**src/rtl/t5_csr_pkg.sv**
```systemverilog
// Shared definitions for the t5 CSR/trap unit: CSR addresses, op encodings,
// cause codes and the per-hart register bank layout.
package t5_csr_pkg;

    localparam logic [11:0] CSR_MSTATUS   = 12'h300;
    localparam logic [11:0] CSR_MISA      = 12'h301;
    localparam logic [11:0] CSR_MIE       = 12'h304;
    localparam logic [11:0] CSR_MTVEC     = 12'h305;
    localparam logic [11:0] CSR_MSCRATCH  = 12'h340;
    localparam logic [11:0] CSR_MEPC      = 12'h341;
    localparam logic [11:0] CSR_MCAUSE    = 12'h342;
    localparam logic [11:0] CSR_MTVAL     = 12'h343;
    localparam logic [11:0] CSR_MIP       = 12'h344;
    localparam logic [11:0] CSR_MCYCLE    = 12'hB00;
    localparam logic [11:0] CSR_MINSTRET  = 12'hB02;
    localparam logic [11:0] CSR_MCYCLEH   = 12'hB80;
    localparam logic [11:0] CSR_MINSTRETH = 12'hB82;
    localparam logic [11:0] CSR_MHARTID   = 12'hF14;

    localparam logic [31:0] MISA_VAL = 32'h4000_0100;

    localparam logic [3:0] CAUSE_ILLEGAL = 4'd2;
    localparam logic [3:0] CAUSE_ECALL_M = 4'd11;
    localparam logic [3:0] CAUSE_M_TIMER = 4'd7;

    typedef enum logic [1:0] {
        OP_READ  = 2'b00,
        OP_WRITE = 2'b01,
        OP_SET   = 2'b10,
        OP_CLR   = 2'b11
    } csr_op_e;

    typedef struct packed {
        logic        mie;
        logic        mpie;
        logic        mtie;
        logic        mtip;
        logic [31:0] mtvec;
        logic [29:0] mepc;
        logic [31:0] mcause;
        logic [31:0] mtval;
        logic [31:0] mscratch;
    } bank_t;

    function automatic logic [31:0] csr_apply(input csr_op_e op, input logic [31:0] rold,
                                              input logic [31:0] wdat);
        case (op)
            OP_WRITE: return wdat;
            OP_SET:   return rold | wdat;
            OP_CLR:   return rold & ~wdat;
            default:  return rold;
        endcase
    endfunction

endpackage

```
**src/rtl/t5_csr_if.sv**
```systemverilog
// Execute-stage CSR/trap bus between the t5 pipeline (master) and t5_csru (slave).
interface t5_csr_if #(
    parameter int XLEN  = 32,
    parameter int HARTS = 4,
    parameter int HW    = (HARTS > 1) ? $clog2(HARTS) : 1
);
    logic              sena;
    logic [HW-1:0]     hart;
    logic              csr_we;
    logic [1:0]        csr_op;
    logic [11:0]       csr_adr;
    logic [XLEN-1:0]   csr_wdat;
    logic [XLEN-1:0]   csr_rdat;
    logic              trap;
    logic [4:0]        trap_cause;
    logic [XLEN-3:0]   trap_epc;
    logic [XLEN-1:0]   trap_val;
    logic              mret;
    logic              retire;
    logic [HARTS-1:0]  irq_timer;
    logic [XLEN-3:0]   vec_pc;
    logic              vec_vld;
    logic [HARTS-1:0]  irq_pend;

    modport master (
        output sena, hart, csr_we, csr_op, csr_adr, csr_wdat, trap, trap_cause,
               trap_epc, trap_val, mret, retire, irq_timer,
        input  csr_rdat, vec_pc, vec_vld, irq_pend
    );

    modport slave (
        input  sena, hart, csr_we, csr_op, csr_adr, csr_wdat, trap, trap_cause,
               trap_epc, trap_val, mret, retire, irq_timer,
        output csr_rdat, vec_pc, vec_vld, irq_pend
    );
endinterface

```
**src/rtl/t5_csr_bank.sv**
```systemverilog
// One hart's machine-mode CSR bank; trap entry beats mret, which beats a CSR write.
module t5_csr_bank
    import t5_csr_pkg::*;
(
    input  logic        sclk,
    input  logic        srst,
    input  logic        ena_i,
    input  logic        sel_i,
    input  logic        we_i,
    input  logic [11:0] adr_i,
    input  logic [31:0] wval_i,
    input  logic        trap_i,
    input  logic [4:0]  cause_i,
    input  logic [29:0] epc_i,
    input  logic [31:0] tval_i,
    input  logic        mret_i,
    input  logic        mtip_i,
    output bank_t       bank_o
);

    bank_t bank_q, bank_d;

    always_comb begin
        bank_d      = bank_q;
        bank_d.mtip = mtip_i;
        if (sel_i && trap_i) begin
            bank_d.mepc   = epc_i;
            bank_d.mcause = {cause_i[4], 27'd0, cause_i[3:0]};
            bank_d.mtval  = tval_i;
            bank_d.mpie   = bank_q.mie;
            bank_d.mie    = 1'b0;
        end else if (sel_i && mret_i) begin
            bank_d.mie  = bank_q.mpie;
            bank_d.mpie = 1'b1;
        end else if (sel_i && we_i) begin
            case (adr_i)
                CSR_MSTATUS: begin
                    bank_d.mie  = wval_i[3];
                    bank_d.mpie = wval_i[7];
                end
                CSR_MIE:      bank_d.mtie     = wval_i[7];
                CSR_MTVEC:    bank_d.mtvec    = wval_i;
                CSR_MSCRATCH: bank_d.mscratch = wval_i;
                CSR_MEPC:     bank_d.mepc     = wval_i[31:2];
                CSR_MCAUSE:   bank_d.mcause   = wval_i;
                CSR_MTVAL:    bank_d.mtval    = wval_i;
                default: ;
            endcase
        end
    end

    always_ff @(posedge sclk) begin
        if (srst)       bank_q <= '0;
        else if (ena_i) bank_q <= bank_d;
    end

    assign bank_o = bank_q;

endmodule

```
**src/rtl/t5_csru.sv**
```systemverilog
// Multi-hart M-mode CSR and trap unit: read mux, counters, redirect and irq outputs.
// Optional counters (mcycle, per-hart minstret) are built when T5_COUNTERS_EN is defined.
module t5_csru
    import t5_csr_pkg::*;
#(
    parameter int XLEN  = 32,
    parameter int HARTS = 4
) (
    input logic   sclk,
    input logic   srst,
    t5_csr_if.slave bus
);

    localparam int HW = (HARTS > 1) ? $clog2(HARTS) : 1;

    bank_t            banks [HARTS];
    bank_t            cur;
    logic [XLEN-1:0]  rold, wval;
    logic             commit;
    logic [XLEN-1:0]  rdat_q;
    logic [XLEN-3:0]  vec_pc_q, trap_vec;
    logic             vec_vld_q;
    logic [HARTS-1:0] pend_q, pend_d;

    // A trap or mret on the issuing hart swallows that cycle's CSR write.
    assign commit = bus.csr_we && (bus.csr_op != OP_READ) && !bus.trap && !bus.mret;
    assign wval   = csr_apply(csr_op_e'(bus.csr_op), rold, bus.csr_wdat);

    for (genvar g = 0; g < HARTS; g++) begin : g_bank
        t5_csr_bank u_bank (
            .sclk    (sclk),
            .srst    (srst),
            .ena_i   (bus.sena),
            .sel_i   (bus.hart == HW'(g)),
            .we_i    (commit),
            .adr_i   (bus.csr_adr),
            .wval_i  (wval),
            .trap_i  (bus.trap),
            .cause_i (bus.trap_cause),
            .epc_i   (bus.trap_epc),
            .tval_i  (bus.trap_val),
            .mret_i  (bus.mret),
            .mtip_i  (bus.irq_timer[g]),
            .bank_o  (banks[g])
        );
        assign pend_d[g] = banks[g].mtip & banks[g].mtie & banks[g].mie;
    end

    always_comb begin
        cur = '0;
        for (int h = 0; h < HARTS; h++)
            if (bus.hart == HW'(h)) cur = banks[h];
    end

`ifdef T5_COUNTERS_EN
    logic [63:0] mcycle_q, mcycle_d, cur_instret;
    logic [63:0] minstret_q [HARTS];
    logic [63:0] minstret_d [HARTS];

    // A software write to either half replaces the whole cycle's increment.
    always_comb begin
        mcycle_d = mcycle_q + 64'd1;
        if (commit && bus.csr_adr == CSR_MCYCLE)       mcycle_d = {mcycle_q[63:32], wval};
        else if (commit && bus.csr_adr == CSR_MCYCLEH) mcycle_d = {wval, mcycle_q[31:0]};
        cur_instret = '0;
        for (int h = 0; h < HARTS; h++) begin
            minstret_d[h] = minstret_q[h];
            if (bus.hart == HW'(h)) begin
                cur_instret = minstret_q[h];
                if (commit && bus.csr_adr == CSR_MINSTRET)
                    minstret_d[h] = {minstret_q[h][63:32], wval};
                else if (commit && bus.csr_adr == CSR_MINSTRETH)
                    minstret_d[h] = {wval, minstret_q[h][31:0]};
                else if (bus.retire)
                    minstret_d[h] = minstret_q[h] + 64'd1;
            end
        end
    end

    always_ff @(posedge sclk) begin
        if (srst) begin
            mcycle_q <= '0;
            for (int h = 0; h < HARTS; h++) minstret_q[h] <= '0;
        end else if (bus.sena) begin
            mcycle_q <= mcycle_d;
            for (int h = 0; h < HARTS; h++) minstret_q[h] <= minstret_d[h];
        end
    end
`else
    logic unused_retire;
    assign unused_retire = bus.retire;
`endif

    always_comb begin
        rold = '0;
        case (bus.csr_adr)
            CSR_MSTATUS:   rold = {19'd0, 2'b11, 3'd0, cur.mpie, 3'd0, cur.mie, 3'd0};
            CSR_MISA:      rold = MISA_VAL;
            CSR_MIE:       rold = {24'd0, cur.mtie, 7'd0};
            CSR_MIP:       rold = {24'd0, cur.mtip, 7'd0};
            CSR_MTVEC:     rold = cur.mtvec;
            CSR_MSCRATCH:  rold = cur.mscratch;
            CSR_MEPC:      rold = {cur.mepc, 2'b00};
            CSR_MCAUSE:    rold = cur.mcause;
            CSR_MTVAL:     rold = cur.mtval;
            CSR_MHARTID:   rold = XLEN'(bus.hart);
`ifdef T5_COUNTERS_EN
            CSR_MCYCLE:    rold = mcycle_q[31:0];
            CSR_MCYCLEH:   rold = mcycle_q[63:32];
            CSR_MINSTRET:  rold = cur_instret[31:0];
            CSR_MINSTRETH: rold = cur_instret[63:32];
`endif
            default:       rold = '0;
        endcase
    end

    // Vectored mode offsets only interrupts; exceptions always go to the base.
    assign trap_vec = (cur.mtvec[0] && bus.trap_cause[4])
                    ? cur.mtvec[31:2] + 30'(bus.trap_cause[3:0])
                    : cur.mtvec[31:2];

    always_ff @(posedge sclk) begin
        if (srst) begin
            rdat_q    <= '0;
            vec_pc_q  <= '0;
            vec_vld_q <= 1'b0;
            pend_q    <= '0;
        end else if (bus.sena) begin
            rdat_q    <= rold;
            vec_vld_q <= bus.trap | bus.mret;
            pend_q    <= pend_d;
            if (bus.trap)      vec_pc_q <= trap_vec;
            else if (bus.mret) vec_pc_q <= cur.mepc;
        end
    end

    assign bus.csr_rdat = rdat_q;
    assign bus.vec_pc   = vec_pc_q;
    assign bus.vec_vld  = vec_vld_q;
    assign bus.irq_pend = pend_q;

endmodule

```
**src/flat_wrapper.sv**
```systemverilog
// flat-port wrapper written by rule: the top's interface ports become plain ports
module t5_csru_flat import t5_csr_pkg::*;
#(
    parameter int XLEN  = 32,
    parameter int HARTS = 4
)
  (sclk, srst, bus_sena, bus_hart, bus_csr_we, bus_csr_op, bus_csr_adr, bus_csr_wdat, bus_trap, bus_trap_cause, bus_trap_epc, bus_trap_val, bus_mret, bus_retire, bus_irq_timer, bus_csr_rdat, bus_vec_pc, bus_vec_vld, bus_irq_pend);
  t5_csr_if #(.XLEN(XLEN), .HARTS(HARTS)) bus_i ();
  input logic sclk;
  input logic srst;
  input wire logic [$bits(bus_i.sena)-1:0] bus_sena;
  input wire logic [$bits(bus_i.hart)-1:0] bus_hart;
  input wire logic [$bits(bus_i.csr_we)-1:0] bus_csr_we;
  input wire logic [$bits(bus_i.csr_op)-1:0] bus_csr_op;
  input wire logic [$bits(bus_i.csr_adr)-1:0] bus_csr_adr;
  input wire logic [$bits(bus_i.csr_wdat)-1:0] bus_csr_wdat;
  input wire logic [$bits(bus_i.trap)-1:0] bus_trap;
  input wire logic [$bits(bus_i.trap_cause)-1:0] bus_trap_cause;
  input wire logic [$bits(bus_i.trap_epc)-1:0] bus_trap_epc;
  input wire logic [$bits(bus_i.trap_val)-1:0] bus_trap_val;
  input wire logic [$bits(bus_i.mret)-1:0] bus_mret;
  input wire logic [$bits(bus_i.retire)-1:0] bus_retire;
  input wire logic [$bits(bus_i.irq_timer)-1:0] bus_irq_timer;
  output wire logic [$bits(bus_i.csr_rdat)-1:0] bus_csr_rdat;
  output wire logic [$bits(bus_i.vec_pc)-1:0] bus_vec_pc;
  output wire logic [$bits(bus_i.vec_vld)-1:0] bus_vec_vld;
  output wire logic [$bits(bus_i.irq_pend)-1:0] bus_irq_pend;
  assign bus_i.sena = bus_sena;
  assign bus_i.hart = bus_hart;
  assign bus_i.csr_we = bus_csr_we;
  assign bus_i.csr_op = bus_csr_op;
  assign bus_i.csr_adr = bus_csr_adr;
  assign bus_i.csr_wdat = bus_csr_wdat;
  assign bus_i.trap = bus_trap;
  assign bus_i.trap_cause = bus_trap_cause;
  assign bus_i.trap_epc = bus_trap_epc;
  assign bus_i.trap_val = bus_trap_val;
  assign bus_i.mret = bus_mret;
  assign bus_i.retire = bus_retire;
  assign bus_i.irq_timer = bus_irq_timer;
  assign bus_csr_rdat = bus_i.csr_rdat;
  assign bus_vec_pc = bus_i.vec_pc;
  assign bus_vec_vld = bus_i.vec_vld;
  assign bus_irq_pend = bus_i.irq_pend;
  t5_csru #(.XLEN(XLEN), .HARTS(HARTS)) u_core (.sclk(sclk), .srst(srst), .bus(bus_i));
endmodule
```
**config.mk**
```make
export PLATFORM = sky130hd
export DESIGN_NAME = t5_csru_flat
export DESIGN_NICKNAME = d
export VERILOG_FILES = /design/src/rtl/t5_csr_pkg.sv /design/src/rtl/t5_csr_if.sv /design/src/rtl/t5_csr_bank.sv /design/src/rtl/t5_csru.sv /design/src/flat_wrapper.sv
export SDC_FILE = /design/constraint.sdc
export NUM_CORES = 2
export LEC_CHECK = 0
export ABC_CLOCK_PERIOD_IN_PS = 7100
export CAP_MARGIN = 30
export CORE_ASPECT_RATIO = 0.8
export CORE_MARGIN = 3
export CORE_UTILIZATION = 45
export CTS_BUF_LIST = sky130_fd_sc_hd__clkbuf_16
export DETAILED_ROUTE_END_ITERATION = 7
export GPL_ROUTABILITY_DRIVEN = 0
export PLACE_DENSITY = 0.61
export SYNTH_ARGS = -nofsm -noshare
export SYNTH_HDL_FRONTEND = slang
export SYNTH_HIERARCHICAL = 1
export SYNTH_SLANG_ARGS = --single-unit
export TNS_END_PERCENT = 50
```
**constraint.sdc**
```tcl
create_clock -name sclk -period 7.1 [get_ports sclk]
set_input_delay 1.42 -clock sclk [delete_from_list [all_inputs] [get_ports sclk]]
set_output_delay 1.42 -clock sclk [all_outputs]
set_load 0.01 [all_outputs]
```
* After elaboration in Yosys (flattened, before gate mapping) *
Index checks and enable logic that the tools add are counted.

word-level totals
  register bits after elaboration = 715
  input port bits = 126
  output and inout port bits = 67
  word-level logic and storage cells = 200

operators by class
  add/sub/neg operators = 1
  equal/unequal tests = 20
  multiplexer cells = 45
  bitwise gates (word level) = 20
  reduce and logical (&&, ||, !) cells = 74

operator list
  cell                                              count
  2-to-1 mux 126 bit                                8
  2-to-1 mux 162 bit                                4
  2-to-1 mux 94 bit                                 4
  one-hot mux 32 bit (10 select lines)              1
  2-to-1 mux 32 bit                                 6
  2-to-1 mux 30 bit                                 4
  == test 12 x 10 -> 1 bit (second input constant)  9
  one-hot mux 32 bit (3 select lines)               1
  AND reduction 5 bit                               12
  AND reduction 4 bit                               12
  nonzero test 2 bit                                18
  bitwise AND 32 bit                                1
  NOT 32 bit                                        1
  OR 32 bit                                         1
  adder 30 x 4 -> 30 bit                            1
  nonzero test 3 bit                                8
  2-to-1 mux 2 bit                                  9
  logical AND 1 bit                                 16
  == test 12 bit (second input constant)            1
  2-to-1 mux 3 bit                                  4
  AND reduction 3 bit                               4
  bitwise AND 1 bit                                 8
  == test 2 bit (second input constant)             4
  inequality test 2 bit (second input constant)     4
  other kinds (7)                                   19

* Longest topological paths before layout *
  depth after elaboration = 12
  gate-level depth with buffers = 18
  depth with buffers taken out = 10

* Modules after synthesis *
The synthesis kept the hierarchy.

modules (own cells, without submodules)
  module       instances  cells an instance  area each (µm²)
  t5_csr_bank  4          729                6119.6
  t5_csru      1          906                9325.2

* Worst setup path after synthesis *
Ideal clock, no wire load.

  path type = input -> register
  start point = in bus_hart[0]
  end point = reg u_core.vec_pc_q[26], in the netlist u_core/bus.vec_pc[26]
  setup time = 0.134 ns
  arrival = 4.785 ns
  path slack = 2.182 ns
  cell stages on the path = 17
  path through = buf_6 -> buf_12 -> buf_12 -> buf_12 -> buf_4 -> buf_2 -> buf_4 -> mux4_2 -> ha_1 -> inv_1 -> fa_1 -> nor2b_1 -> o21ai_0 -> a2111oi_2 -> nand4_1 -> xor2_1 -> o22ai_1

on the way
  longest elaborated chain between the ends = 8
  elaborated cells on any way between the ends = 13

RTL lines
  what                                                                RTL line                        source
  from (decl)                                                         flat_wrapper.sv:12              input wire logic [$bits(bus_i.hart)-1:0] bus_hart;
  zero test 2 bit                                                     t5_csru.sv:52                   if (bus.hart == HW'(h)) cur = banks[h];
  2-to-1 mux 162 bit (3 in series)                                    t5_csru.sv:52
  2-to-1 mux 162 bit (*)                                              t5_csru.sv:52
  adder 30 x 4 -> 30 bit / logical AND 1 bit (equally long branches)  t5_csru.sv:119, t5_csru.sv:118
  2-to-1 mux 30 bit                                                   t5_csru.sv:119                  ? cur.mtvec[31:2] + 30'(bus.trap_cause[3:0])
  2-to-1 mux 30 bit (*)                                               t5_csru.sv:132                  if (bus.trap) vec_pc_q <= trap_vec;
  to (signal assigned)                                                t5_csru.sv:132
  to (signal assigned)                                                t5_csru.sv:133                  else if (bus.mret) vec_pc_q <= cur.mepc;
  to (decl)                                                           t5_csru.sv:21                   logic [XLEN-3:0] vec_pc_q, trap_vec;

Every way passes the cells marked *; elsewhere a longest branch is shown, timed or not. The select of a mux whose other input is x is not followed.
A chain may end at the register's enable or synchronous reset.

* Worst setup path in the final report *
  start point = in bus_csr_adr[3]
  end point = reg u_core.g_bank[0].u_bank.bank_q, in the netlist u_core/g_bank[0].u_bank/bank_o[123]

on the way
  longest elaborated chain between the ends = 8
  elaborated cells on any way between the ends = 20

RTL lines
  what                                                               RTL line                            source
  from (decl)                                                        flat_wrapper.sv:15                  input wire logic [$bits(bus_i.csr_adr)-1:0] bus_csr_adr;
  == test 12 bit / == test 12 x 10 -> 1 bit (equally long branches)  t5_csru.sv:96                       case (bus.csr_adr)
  one-hot mux 32 bit (10 select lines) (*)                           t5_csru.sv:96
  bitwise AND 32 bit / OR 32 bit (equally long branches)             t5_csr_pkg.sv:50, t5_csr_pkg.sv:49
  one-hot mux 32 bit (3 select lines) (*)                            t5_csr_pkg.sv:47                    case (op)
  named net u_core.wval[29]                                          t5_csru.sv:18                       logic [XLEN-1:0] rold, wval;
  2-to-1 mux 30 bit (*)                                              t5_csr_bank.sv:36                   case (adr_i)
  2-to-1 mux 126 bit (*)                                             t5_csr_bank.sv:35                   end else if (sel_i && we_i) begin
  2-to-1 mux 126 bit (*)                                             t5_csr_bank.sv:32                   end else if (sel_i && mret_i) begin
  2-to-1 mux 94 bit (*)                                              t5_csr_bank.sv:26                   if (sel_i && trap_i) begin
  to (signal assigned)                                               t5_csr_bank.sv:54                   else if (ena_i) bank_q <= bank_d;
  to (decl)                                                          t5_csr_bank.sv:21                   bank_t bank_q, bank_d;

Mark *: on every way through the listed nets, which the timed path passes. The rest lies on a longest branch. The select of a mux whose other input is x is not followed.

==> flow_metrics.py <==
metrics = {
    "pwr": {
        "ratio_of_total_power_to_cell_area_mw_per_mm2": 221,
        "total_leakage_power_nw": 12.1,
        "vdd_ir_drop_max_mv": 0.186,
    },
    "flow_run": {
        "cap_violations": 0,
    },
    "clock_tree": {
        "cts_hold_repair.buffers": 0,
        "clockBufferDepth": 3,
        "cts_made_buffers": 75,
        "tritoncts": "yes",
        "post_cts_resized": 0,
        "cts_sinks": 715,
        "root_buffer": "clkbuf_16",
        "clkTransAtPathRegs_ps": 60,
        "postCtsSetupRepairBufs": 0,
        "cts_max_level": 3,
        "clk_lat_worst_skew_ps": 630,
    },
    "run_status": {
        "outcome": "completed",
    },
    "place": {
        "placed_cell_area_mm2": 0.0365,
        "port-buffer-count": 191,
        "hpwl_mm": 78.8,
    },
    "min_path": {
        "min_path_cells": 2,
        "hold_path.startpoint": "u_core/g_bank[3].u_bank/bank_o[144]",
        "hold_crit_endpoint": "u_core/g_bank[3].u_bank/bank_o[144]",
        "hold_path_class": "flip-flop to flip-flop",
    },
    "drt": {
        "drt_pass1_iterations": 6,
        "vias_per_cell": 6.24,
        "post_drt_antenna_nets": 0,
        "remaining_drc_errors": 0,
        "route.vias.total": 30600,
        "drt_iter0_drc": 3670,
        "wirelength_mm": 126,
        "post_drt_wl_per_cell_um": 25.6,
    },
    "finish": {
        "finalNetCount": 3988,
        "num-fill-cells": 6823,
        "antennaDiodeCount": 0,
        "post_route_cells_drive_above_1_share_pct": 11.5,
        "design_area_mm2": 0.0388,
        "synthToLayoutAreaGrowth_pct": 14.8,
        "register_area_mm2": 0.0143,
        "multiInputGateArea_mm2": 0.0181,
    },
    "global_route": {
        "first_global_vias": 28400,
        "antenna_found_initial": 0,
        "grt_first_pass_wirelength_mm": 187,
        "track_usage_pct": 31.1,
        "grt_overflow": 0,
        "grt_max_degree": 184,
    },
    "floorplan": {
        "die_width_um": 312,
        "die_area_mm2": 0.0785,
        "ports_placed_on_the_boundary": 193,
        "initial_utilization_pct": 45.6,
        "floorplan.core_area_mm2": 0.0741,
        "die_h_um": 251,
        "placementRows": 89,
    },
    "synth": {
        "ys_dominant_reg_cell": "dfxtp_1",
        "ys_seq_area_share_pct": 42.3,
        "synthesis.area_per_instance_um2": 8.84,
        "synth_largest_area_cell": "dfxtp_1",
        "synth_area_leaders": "dfxtp_1, nand2_1, mux4_2",
        "synth_area_mm2": 0.0338,
        "synthesis.yosys.warnings": 6,
        "synth_cell_types": 73,
        "synth_cells": 3822,
        "synth.top_cell.area_share_pct": 42.3,
        "post_synthesis_sequential_element_count": 715,
        "synth_async_sr_flop_share_pct": 0,
        "synth_nets": 3953,
        "synth_enable_flop_cells": 0,
    },
    "worst_setup_path": {
        "timing.rr.start": "u_core/g_bank[2].u_bank/bank_o[128]",
        "worst_ep_arrival_time_ps": 5740,
        "rr_worst_depth": 10,
        "critical_path.max_stage_delay_ps": 850,
        "critical_path.n_buffers_inverters": 2,
        "crit_required_ps": 7640,
        "setup.worst_path.class": "input port to flip-flop",
        "worstReg2RegEnd": "u_core/bus.vec_pc[28]",
        "slowest_cell_on_the_critical_path": "a21oi_1",
        "ff2ff_setup_slack_ps": 3500,
        "setup.worst_path.end_class": "flip-flop",
        "critPathTopFamily": "simple AND/OR/NAND/NOR gates",
        "timing.critical_path.fanout_max": 30,
        "setup.worst_path.start_class": "input port",
        "worstPathCellList": "clkdlybuf4s50_1 -> nand4bb_1 -> or4_1 -> nor4b_4 -> buf_4 -> a221oi_1 -> a21oi_1 -> nand2_1 -> a311oi_1",
    },
    "timing": {
        "timing.final.hold_violations": 0,
        "clock-skew-final_ps": 18.2,
        "totalNegativeSetupSlack_ps": 0,
        "layout_min_cycle_time_ps": 5200,
        "slew_headroom_pct": 27.3,
        "setup_viol": 0,
        "final_min_period_over_clock_period_pct": 73.2,
        "maxSlewViolCount": 0,
        "worst_pin_slew_ps": 1090,
        "max_freq_ghz": 0.192,
        "rsz0062_at_grt": "no",
    },
}
==> sequential cells by signal, indices dropped and copies added (netlist names) <==
name,flops
u_core/bus.irq_pend,4
u_core/bus.vec_vld,1
u_core/bus.csr_rdat,32
u_core/g_bank.u_bank/bank_o,648
u_core/bus.vec_pc,30
==> cell families (layout without fill, tap and decap cells) <==
| kind of cell | Yosys count | count (layout) | synth area share (%) |
|---|---|---|---|
| DFF | 715 | 715 | 42.3 |
| buffers and inverters | 354 | 439 | 4.78 |
| muxes | 197 | 197 | 12.0 |
| adders and majority gates | 5 | 5 | 0.207 |
| xor gates and xnor gates | 48 | 48 | 1.24 |
| AOI/OAI and AO/OA | 970 | 970 | 20.1 |
| and+or+nand+nor | 1533 | 1533 | 19.2 |
==> worst min-delay path: stages, from the launching register on <==
cell,delay (ps)
dfxtp_1,310
nand2_1,50
a21oi_1,50
==> layout by cell type, fill, tap and decap left out, types with 11 or more instances in the layout <==
| master | count |
|---|---|
| o21ai_0 | 16 |
| a22oi_1 | 33 |
| a32oi_1 | 25 |
| clkinv_1 | 12 |
| and2_1 | 21 |
| xnor2_1 | 38 |
| o22ai_1 | 12 |
| dfxtp_1 | 715 |
| nand4_1 | 29 |
| mux4_1 | 11 |
| clkdlybuf4s50_1 | 185 |
| nor2_1 | 332 |
| a21oi_1 | 392 |
| nor2b_1 | 26 |
| nand2b_1 | 26 |
| a221oi_1 | 27 |
| clkbuf_16 | 77 |
| nand3_1 | 34 |
| buf_4 | 106 |
| a211oi_1 | 68 |
| o2bb2ai_1 | 108 |
| and3_1 | 11 |
| nand2_1 | 962 |
| inv_1 | 27 |
| mux4_2 | 151 |
| a311oi_1 | 217 |
| mux2_2 | 25 |
| a22o_1 | 18 |
==> per-layer routing <==
| layer | global-route usage (%) | vias up | share of wire [%] |
|---|---|---|---|
| met2 | 48.3 | 1559 | 45 |
| li1 | - | 13900 | - |
| met4 | 13.5 | 0 | 4.8 |
| met5 | 0 | - | 0 |
| met3 | 4.59 | 262 | 8.7 |
| met1 | 43.2 | 14900 | 42 |
==> cells in the mapped netlist (5+ instances only) <==
cell type,number
inv_1,11
buf_2,104
mux2i_1,10
nor3b_1,5
mux2_2,25
nor2b_1,27
or2_2,7
nor2_1,340
a22o_1,18
xnor2_1,38
and2_1,25
nand3_1,34
a221oi_1,27
a311oi_1,217
clkbuf_1,204
nand2b_1,26
mux4_1,11
a21oi_1,392
mux4_2,151
xor2_1,10
nand2_1,962
or3_1,13
o2bb2ai_1,108
o22ai_1,12
a22oi_1,33
a21oi_2,8
a32oi_1,25
nor4_1,8
o211ai_1,10
and3_1,11
o311ai_0,7
nand4_1,29
a211oi_1,68
buf_4,27
dfxtp_1,715
o21ai_0,17
==> power by group <==
part           internal, W  switching, W  leakage, nW
sequential         0.00403     0.0000135         5.77
clock              0.00218       0.00167         1.19
combinational     0.000234      0.000445         5.11
==> worst max-delay path by stage <==
stage | start | endpoint | slack (ps) | cells after the start
after CTS | bus_csr_adr[3] | u_core/g_bank[3].u_bank/bank_o[123] | 2050 | 9
after floorplan | bus_hart[0] | u_core/bus.vec_pc[26] | 2180 | 17
after global placement | bus_csr_adr[3] | u_core/g_bank[0].u_bank/bank_o[123] | 1470 | 9
after detailed placement | bus_csr_adr[3] | u_core/g_bank[0].u_bank/bank_o[123] | 1410 | 9
after global routing | bus_csr_adr[3] | u_core/g_bank[2].u_bank/bank_o[32] | 1880 | 11
final | bus_csr_adr[3] | u_core/g_bank[0].u_bank/bank_o[123] | 1900 | 9
==> metrics by stage <==
stage	utilization [%]	setup WS [ps]	std cells	hold WS, ps	total power (W)
2_1_floorplan	-	2180	3822	427	0.00448
3_3_place_gp	49.2	1470	4778	434	0.00480
3_5_place_dp	49.3	1410	4780	441	0.00480
4_1_cts	52.4	2050	4907	448	0.00860
5_1_grt	52.4	1880	4908	457	0.00881
6_report	52.4	1900	4908	447	0.00857
==> final cells by class <==
cell class                      count  area share (%)
Clock buffer                       77            4.96
Tap cell                         1001            3.23
Inverter                           11           0.106
Timing Repair Buffer              301            7.18
Clock inverter                     50            1.01
Multi-Input combinational cell   2753            46.6
Sequential cell                   715            36.9
Note: power is estimated with default switching activity, not from simulation.
